--- src/rtl/sensor_buf_axi_slave.sv ---
// sensor_buf_axi_slave: AXI4 slave with a DEPTH-entry sensor sample buffer and CTRL/CLEAR/STATUS/THRESH registers.
// Define SCTRL_THRESH_EN to make the interrupt threshold programmable; otherwise it is fixed at DEPTH.
module sensor_buf_axi_slave #(
    parameter int DEPTH = 64,
    parameter int IDW   = 8
) (
    input  logic            ACLK,
    input  logic            ARESET,
    input  logic            sensor_ready,
    input  logic [31:0]     sensor_out,
    output logic            sensor_en,
    output logic            sctrl_interrupt,
    input  logic [IDW-1:0]  AWID_S,
    input  logic [31:0]     AWADDR_S,
    input  logic [3:0]      AWLEN_S,
    input  logic [2:0]      AWSIZE_S,
    input  logic [1:0]      AWBURST_S,
    input  logic            AWVALID_S,
    output logic            AWREADY_S,
    input  logic [31:0]     WDATA_S,
    input  logic [3:0]      WSTRB_S,
    input  logic            WLAST_S,
    input  logic            WVALID_S,
    output logic            WREADY_S,
    output logic [IDW-1:0]  BID_S,
    output logic [1:0]      BRESP_S,
    output logic            BVALID_S,
    input  logic            BREADY_S,
    input  logic [IDW-1:0]  ARID_S,
    input  logic [31:0]     ARADDR_S,
    input  logic [3:0]      ARLEN_S,
    input  logic [2:0]      ARSIZE_S,
    input  logic [1:0]      ARBURST_S,
    input  logic            ARVALID_S,
    output logic            ARREADY_S,
    output logic [IDW-1:0]  RID_S,
    output logic [31:0]     RDATA_S,
    output logic [1:0]      RRESP_S,
    output logic            RLAST_S,
    output logic            RVALID_S,
    input  logic            RREADY_S
);
    localparam int CW = $clog2(DEPTH) + 1;
    localparam int AW = $clog2(DEPTH);
    localparam logic [CW-1:0] DEPTH_C = CW'(DEPTH);
    typedef enum logic {R_IDLE, R_DATA} rstate_t;
    typedef enum logic [1:0] {W_IDLE, W_DATA, W_RESP} wstate_t;
    logic [31:0] mem_q [DEPTH];
    logic en_q, en_d, clr, cap, wbeat, reg_we, wr_ok, werr_q, werr_d, rerr_q, rerr_d;
    logic [CW-1:0] count_q, count_d, thr;
    logic [AW-1:0] wptr_q, wptr_d;
    rstate_t rstate_q, rstate_d;
    wstate_t wstate_q, wstate_d;
    logic [IDW-1:0] rid_q, rid_d, bid_q, bid_d;
    logic [3:0] rlen_q, rlen_d;
    logic [9:0] raddr_q, raddr_d, waddr_q, waddr_d;
    logic [1:0] rburst_q, rburst_d, wburst_q, wburst_d;
    logic [31:0] rdata_q, rdata_d;
    logic unused_ok;
    assign unused_ok = ^{AWSIZE_S, ARSIZE_S, AWLEN_S, AWADDR_S[31:12], AWADDR_S[1:0],
                         ARADDR_S[31:12], ARADDR_S[1:0], WDATA_S[31:1], WSTRB_S[3:1]};
    // Word-addressed decode; returns {slverr, data}
    function automatic logic [32:0] rd_word(input logic [9:0] idx);
        if (idx < 10'(DEPTH)) return {1'b0, mem_q[idx[AW-1:0]]};
        case (idx)
            10'h200: return {32'b0, en_q};
            10'h201: return 33'b0;
            10'h202: return {1'b0, 32'(count_q)};
            10'h203: return {1'b0, 32'(thr)};
            default: return {1'b1, 32'b0};
        endcase
    endfunction
    assign sensor_en       = en_q && (count_q < DEPTH_C);
    assign sctrl_interrupt = count_q >= thr;
    assign cap     = sensor_en && sensor_ready;
    assign wbeat   = (wstate_q == W_DATA) && WVALID_S;
    assign reg_we  = wbeat && WSTRB_S[0];
    assign wr_ok   = (waddr_q == 10'h200) || (waddr_q == 10'h201) || (waddr_q == 10'h203);
    assign en_d    = (reg_we && waddr_q == 10'h200) ? WDATA_S[0] : en_q;
    assign clr     = reg_we && (waddr_q == 10'h201) && WDATA_S[0];
    assign count_d = clr ? '0 : cap ? count_q + CW'(1) : count_q;
    assign wptr_d  = clr ? '0 : cap ? wptr_q + AW'(1) : wptr_q;
`ifdef SCTRL_THRESH_EN
    logic [CW-1:0] thr_q, thr_d;
    assign thr   = thr_q;
    assign thr_d = !(reg_we && waddr_q == 10'h203) ? thr_q :
                   (WDATA_S == 32'd0) ? CW'(1) :
                   (WDATA_S > 32'(DEPTH)) ? DEPTH_C : WDATA_S[CW-1:0];
    always_ff @(posedge ACLK) thr_q <= ARESET ? DEPTH_C : thr_d;
`else
    assign thr = DEPTH_C;
`endif
    always_comb begin
        rstate_d = rstate_q;
        rid_d    = rid_q;
        rlen_d   = rlen_q;
        raddr_d  = raddr_q;
        rburst_d = rburst_q;
        {rerr_d, rdata_d} = {rerr_q, rdata_q};
        if (rstate_q == R_IDLE && ARVALID_S) begin
            rstate_d = R_DATA;
            rid_d    = ARID_S;
            rlen_d   = ARLEN_S;
            raddr_d  = ARADDR_S[11:2];
            rburst_d = ARBURST_S;
            {rerr_d, rdata_d} = rd_word(ARADDR_S[11:2]);
        end else if (rstate_q == R_DATA && RREADY_S) begin
            rstate_d = (rlen_q == 4'd0) ? R_IDLE : R_DATA;
            if (rlen_q != 4'd0) begin
                rlen_d  = rlen_q - 4'd1;
                raddr_d = (rburst_q == 2'b00) ? raddr_q : raddr_q + 10'd1;
                {rerr_d, rdata_d} = rd_word(raddr_d);
            end
        end
    end
    always_comb begin
        wstate_d = wstate_q;
        bid_d    = bid_q;
        waddr_d  = waddr_q;
        wburst_d = wburst_q;
        werr_d   = werr_q;
        if (wstate_q == W_IDLE && AWVALID_S) begin
            wstate_d = W_DATA;
            bid_d    = AWID_S;
            waddr_d  = AWADDR_S[11:2];
            wburst_d = AWBURST_S;
            werr_d   = 1'b0;
        end else if (wbeat) begin
            werr_d   = werr_q | !wr_ok;
            waddr_d  = (wburst_q == 2'b00) ? waddr_q : waddr_q + 10'd1;
            wstate_d = WLAST_S ? W_RESP : W_DATA;
        end else if (wstate_q == W_RESP && BREADY_S) begin
            wstate_d = W_IDLE;
        end
    end
    always_ff @(posedge ACLK) begin
        if (ARESET) begin
            en_q     <= 1'b0;
            count_q  <= '0;
            wptr_q   <= '0;
            rstate_q <= R_IDLE;
            rid_q    <= '0;
            rlen_q   <= '0;
            raddr_q  <= '0;
            rburst_q <= '0;
            rerr_q   <= 1'b0;
            rdata_q  <= '0;
            wstate_q <= W_IDLE;
            bid_q    <= '0;
            waddr_q  <= '0;
            wburst_q <= '0;
            werr_q   <= 1'b0;
        end else begin
            en_q     <= en_d;
            count_q  <= count_d;
            wptr_q   <= wptr_d;
            rstate_q <= rstate_d;
            rid_q    <= rid_d;
            rlen_q   <= rlen_d;
            raddr_q  <= raddr_d;
            rburst_q <= rburst_d;
            rerr_q   <= rerr_d;
            rdata_q  <= rdata_d;
            wstate_q <= wstate_d;
            bid_q    <= bid_d;
            waddr_q  <= waddr_d;
            wburst_q <= wburst_d;
            werr_q   <= werr_d;
        end
    end
    // Clear drops a coincident sample
    always_ff @(posedge ACLK) if (cap && !clr) mem_q[wptr_q] <= sensor_out;
    assign ARREADY_S = rstate_q == R_IDLE;
    assign RVALID_S  = rstate_q == R_DATA;
    assign RLAST_S   = (rstate_q == R_DATA) && (rlen_q == 4'd0);
    assign RID_S     = rid_q;
    assign RDATA_S   = rdata_q;
    assign RRESP_S   = rerr_q ? 2'b10 : 2'b00;
    assign AWREADY_S = wstate_q == W_IDLE;
    assign WREADY_S  = wstate_q == W_DATA;
    assign BVALID_S  = wstate_q == W_RESP;
    assign BID_S     = bid_q;
    assign BRESP_S   = werr_q ? 2'b10 : 2'b00;
endmodule

--- config.mk ---
export PLATFORM = sky130hd
export DESIGN_NAME = sensor_buf_axi_slave
export DESIGN_NICKNAME = d
export VERILOG_FILES = /design/src/rtl/sensor_buf_axi_slave.sv
export SDC_FILE = /design/constraint.sdc
export NUM_CORES = 2
export LEC_CHECK = 0
export CAP_MARGIN = 20
export CORE_MARGIN = 4
export CORE_UTILIZATION = 35
export DETAILED_ROUTE_END_ITERATION = 7
export PLACE_DENSITY_LB_ADDON = 0.15
export SLEW_MARGIN = 20
export SYNTH_ARGS = -nofsm -noshare
export SYNTH_HDL_FRONTEND = slang
export SYNTH_SLANG_ARGS = --single-unit
--- constraint.sdc ---
create_clock -name ACLK -period 8.91 [get_ports ACLK]
set_input_delay 0.891 -clock ACLK [delete_from_list [all_inputs] [get_ports ACLK]]
set_output_delay 0.891 -clock ACLK [all_outputs]
set_load 0.01 [all_outputs]
==> flow_summary.ini <==
[cts]
clock-sinks = 2143
cts-buffers-inserted = 235
root_buffer = clkbuf_16
postCtsSetupBuffers = 0
cts_tree = done
insertion_delay_ps = 900
h-tree-depth = 4
cts.clk_slew.worst_paths_ps = 60
ctsResizeCount = 0
cts.hold.buffers_added = 0
clockBufferDepth = 3

[die]
die_area_um2 = 284000
fp.coreArea_um2 = 274000
die_w_um = 533
ios = 235
die_y_um = 533
placementRows = 192
start_util_pct = 35.2

[place]
dp.cells = 9269
place_ws_ps = 3670
dp_hpwl_um = 211000
gp_congestion = 0.820
port_buffers = 144
placed_area_um2 = 102000

[route]
ant_nets = 0
vias = 64200
wirelength_um = 388000
avgViaCountPerCell = 6.60
drtPass1Iterations = 6
wire_per_inst_um = 39.9
drtIter0Drc = 9463
drc = 0

[layout]
layout_common_cells = edfxtp_1, mux4_2, o22ai_1
final_area_um2 = 110000
area_growth_pct = 13.9
final_cells = 9722
layout.nets = 6105
layout-drive-gt1-share_pct = 21.6
mostFrequentLayoutCell = edfxtp_1

[sta]
tns_ps = 0
slew_headroom_pct = 19.2
timing.final.ws_setup_ps = 3950
slew_viol_final = 0
period_share_pct = 55.7
skew_ps = 54.8
fin_crit_ps = 4960
setup_viol = 0
rsz0062_at_grt = false
worst_pin_slew_ps = 1210
clock.fmax_mhz = 202
hold_viol = 0

[outcome]
outcome = finished, final reports clean

[grt]
grt_pass1_vias = 62900
grt_usage_pct = 26.6
gr-total-overflow = 0
grt_max_degree = 128
grt_pass1_wl_um = 530000
antenna_found_initial = 27

[yosys]
synthArstFlopShare_pct = 0
synth_warnings = 0
synthAdderAreaFrac_pct = 0.117
synth_top_area_cell = edfxtp_1
ys_ff_latch = 2143
ys_seq_area_share_pct = 65.8
synth_top_family_by_area = multiplexers
netlist_instances = 5894
syn_area_um2 = 96300
synth_area_leaders = edfxtp_1, mux4_2, o22ai_1
synth.distinct_cells = 88
synth_top_area_share_pct = 63.9
synth-main-ff-cell = edfxtp_1
muxShareOfSynthArea_pct = 16.3
avgSynthCellArea_um2 = 16.3
synth_edf_count = 2048
synth_xor_area_share_pct = 0.261
synth-simple-area-share_pct = 3.65
synth-compound-area-share_pct = 11.3

[worst_hold_path]
min_path_type = in2reg
whs_path_depth = 1
holdCritStartpoint = sensor_out[7]
hold-path-endpoint = mem_q[51][7]$_DFFE_PP_

[setup_path]
timing.rr.start = raddr_q[0]$_SDFFE_PP0P_
crit_path_end_kind = flip-flop
required_ps = 9720
r2r_end = RDATA_S[17]$_SDFFE_PP0P_
start_kind = flip-flop
crit_type = reg2reg
worstPathMaxFanout = 81
rrSetupSlack_ps = 3950
rr_worst_depth = 11
cp_data_arrival_time_ps = 5770

[power_and_ir_drop]
power.leakage_nw = 33.1
p_per_area_nw_per_um2 = 216
peakVddDrop_mv = 0.208

[flow_run]
drv_cap = 0
## kinds of logic after synthesis
group                      count (synthesis)
other                                      1
DFF                                     2143
and+or+nand+nor                          780
buffers and inverters                    533
xor gates and xnor gates                  27
AOI/OAI and AO/OA                       1639
adders and majority gates                  9
muxes                                    762
## Yosys cell counts, drive strengths merged (16+ instances only)
cell type / n
edfxtp: 2048
mux4: 639
o22ai: 598
buf: 326
nand2: 266
o21ai: 232
clkbuf: 197
nor3: 195
a21oi: 186
nor2: 186
a22oi: 148
o221ai: 99
dfxtp: 95
mux2i: 84
a31oi: 71
a221oi: 62
nand3: 58
o211ai: 42
mux2: 39
a311oi: 32
a211oi: 31
o22a: 24
o311ai: 23
o32ai: 17
xor2: 17
o2111ai: 16
## cell type report
type,count,area [um2]
fillers,24600,164000
flip-flops and latches,2143,63400
multi-input cells,3219,31200
clock buffers,292,6170
well taps,3589,4490
repair buffers,312,3030
clock inverters,147,1410
inverters,10,37.5
diodes,10,25.0
## critical path: stages, from the launching register on
cell and delay, ps:
dfxtp_1 300, buf_4 250, ha_1 840, o31a_2 530, buf_12 370, buf_4 830
o22ai_1 180, nor3_1 360, nor3_1 110, o311ai_1 360, o211ai_1 170, a211oi_1 270
## through the flow
stage	utilization [%]	total power, W	hold slack (ps)
finish	40.1	0.0237	441
global route	40.1	0.0243	419
CTS	40.0	0.0238	451
detailed placement	37.3	0.0142	453
global placement	37.2	0.0142	443
floorplan	-	0.0129	437
## metal layers
| layer | track usage (%) | wire length [um] |
|---|---|---|
| met1 | 35.8 | 152000 |
| met2 | 41.6 | 178000 |
| met3 | 5.68 | 37300 |
| met4 | 11.7 | 19900 |
| met5 | 0.405 | 238 |
## flip-flops by register name (all words and copies together), names as in the netlist, 4 cells and up
signal / flops
mem_q: 2048
RID_S: 8
BID_S: 8
wptr_q: 6
count_q: 7
raddr_q: 10
rlen_q: 4
RDATA_S: 32
waddr_q: 10
## worst max-delay path by stage
stage | startpoint | endpoint | cells past startpoint
final | raddr_q[0]$_SDFFE_PP0P_ | RDATA_S[17]$_SDFFE_PP0P_ | 11
after global routing | raddr_q[0]$_SDFFE_PP0P_ | RDATA_S[13]$_SDFFE_PP0P_ | 11
after CTS | raddr_q[0]$_SDFFE_PP0P_ | RDATA_S[13]$_SDFFE_PP0P_ | 11
after detailed placement | WVALID_S | mem_q[62][18]$_DFFE_PP_ | 9
after global placement | WVALID_S | mem_q[62][18]$_DFFE_PP_ | 9
after floorplan | WVALID_S | mem_q[30][0]$_DFFE_PP_ | 7
## report_power, final
group | leakage [nW] | internal (W) | switching [W]
clock network | 3.70 | 0.00551 | 0.00416
logic | 10.2 | 0.000931 | 0.00195
registers | 19.2 | 0.0111 | 0.0000597
No activity file was read; power rests on OpenSTA's default activity.
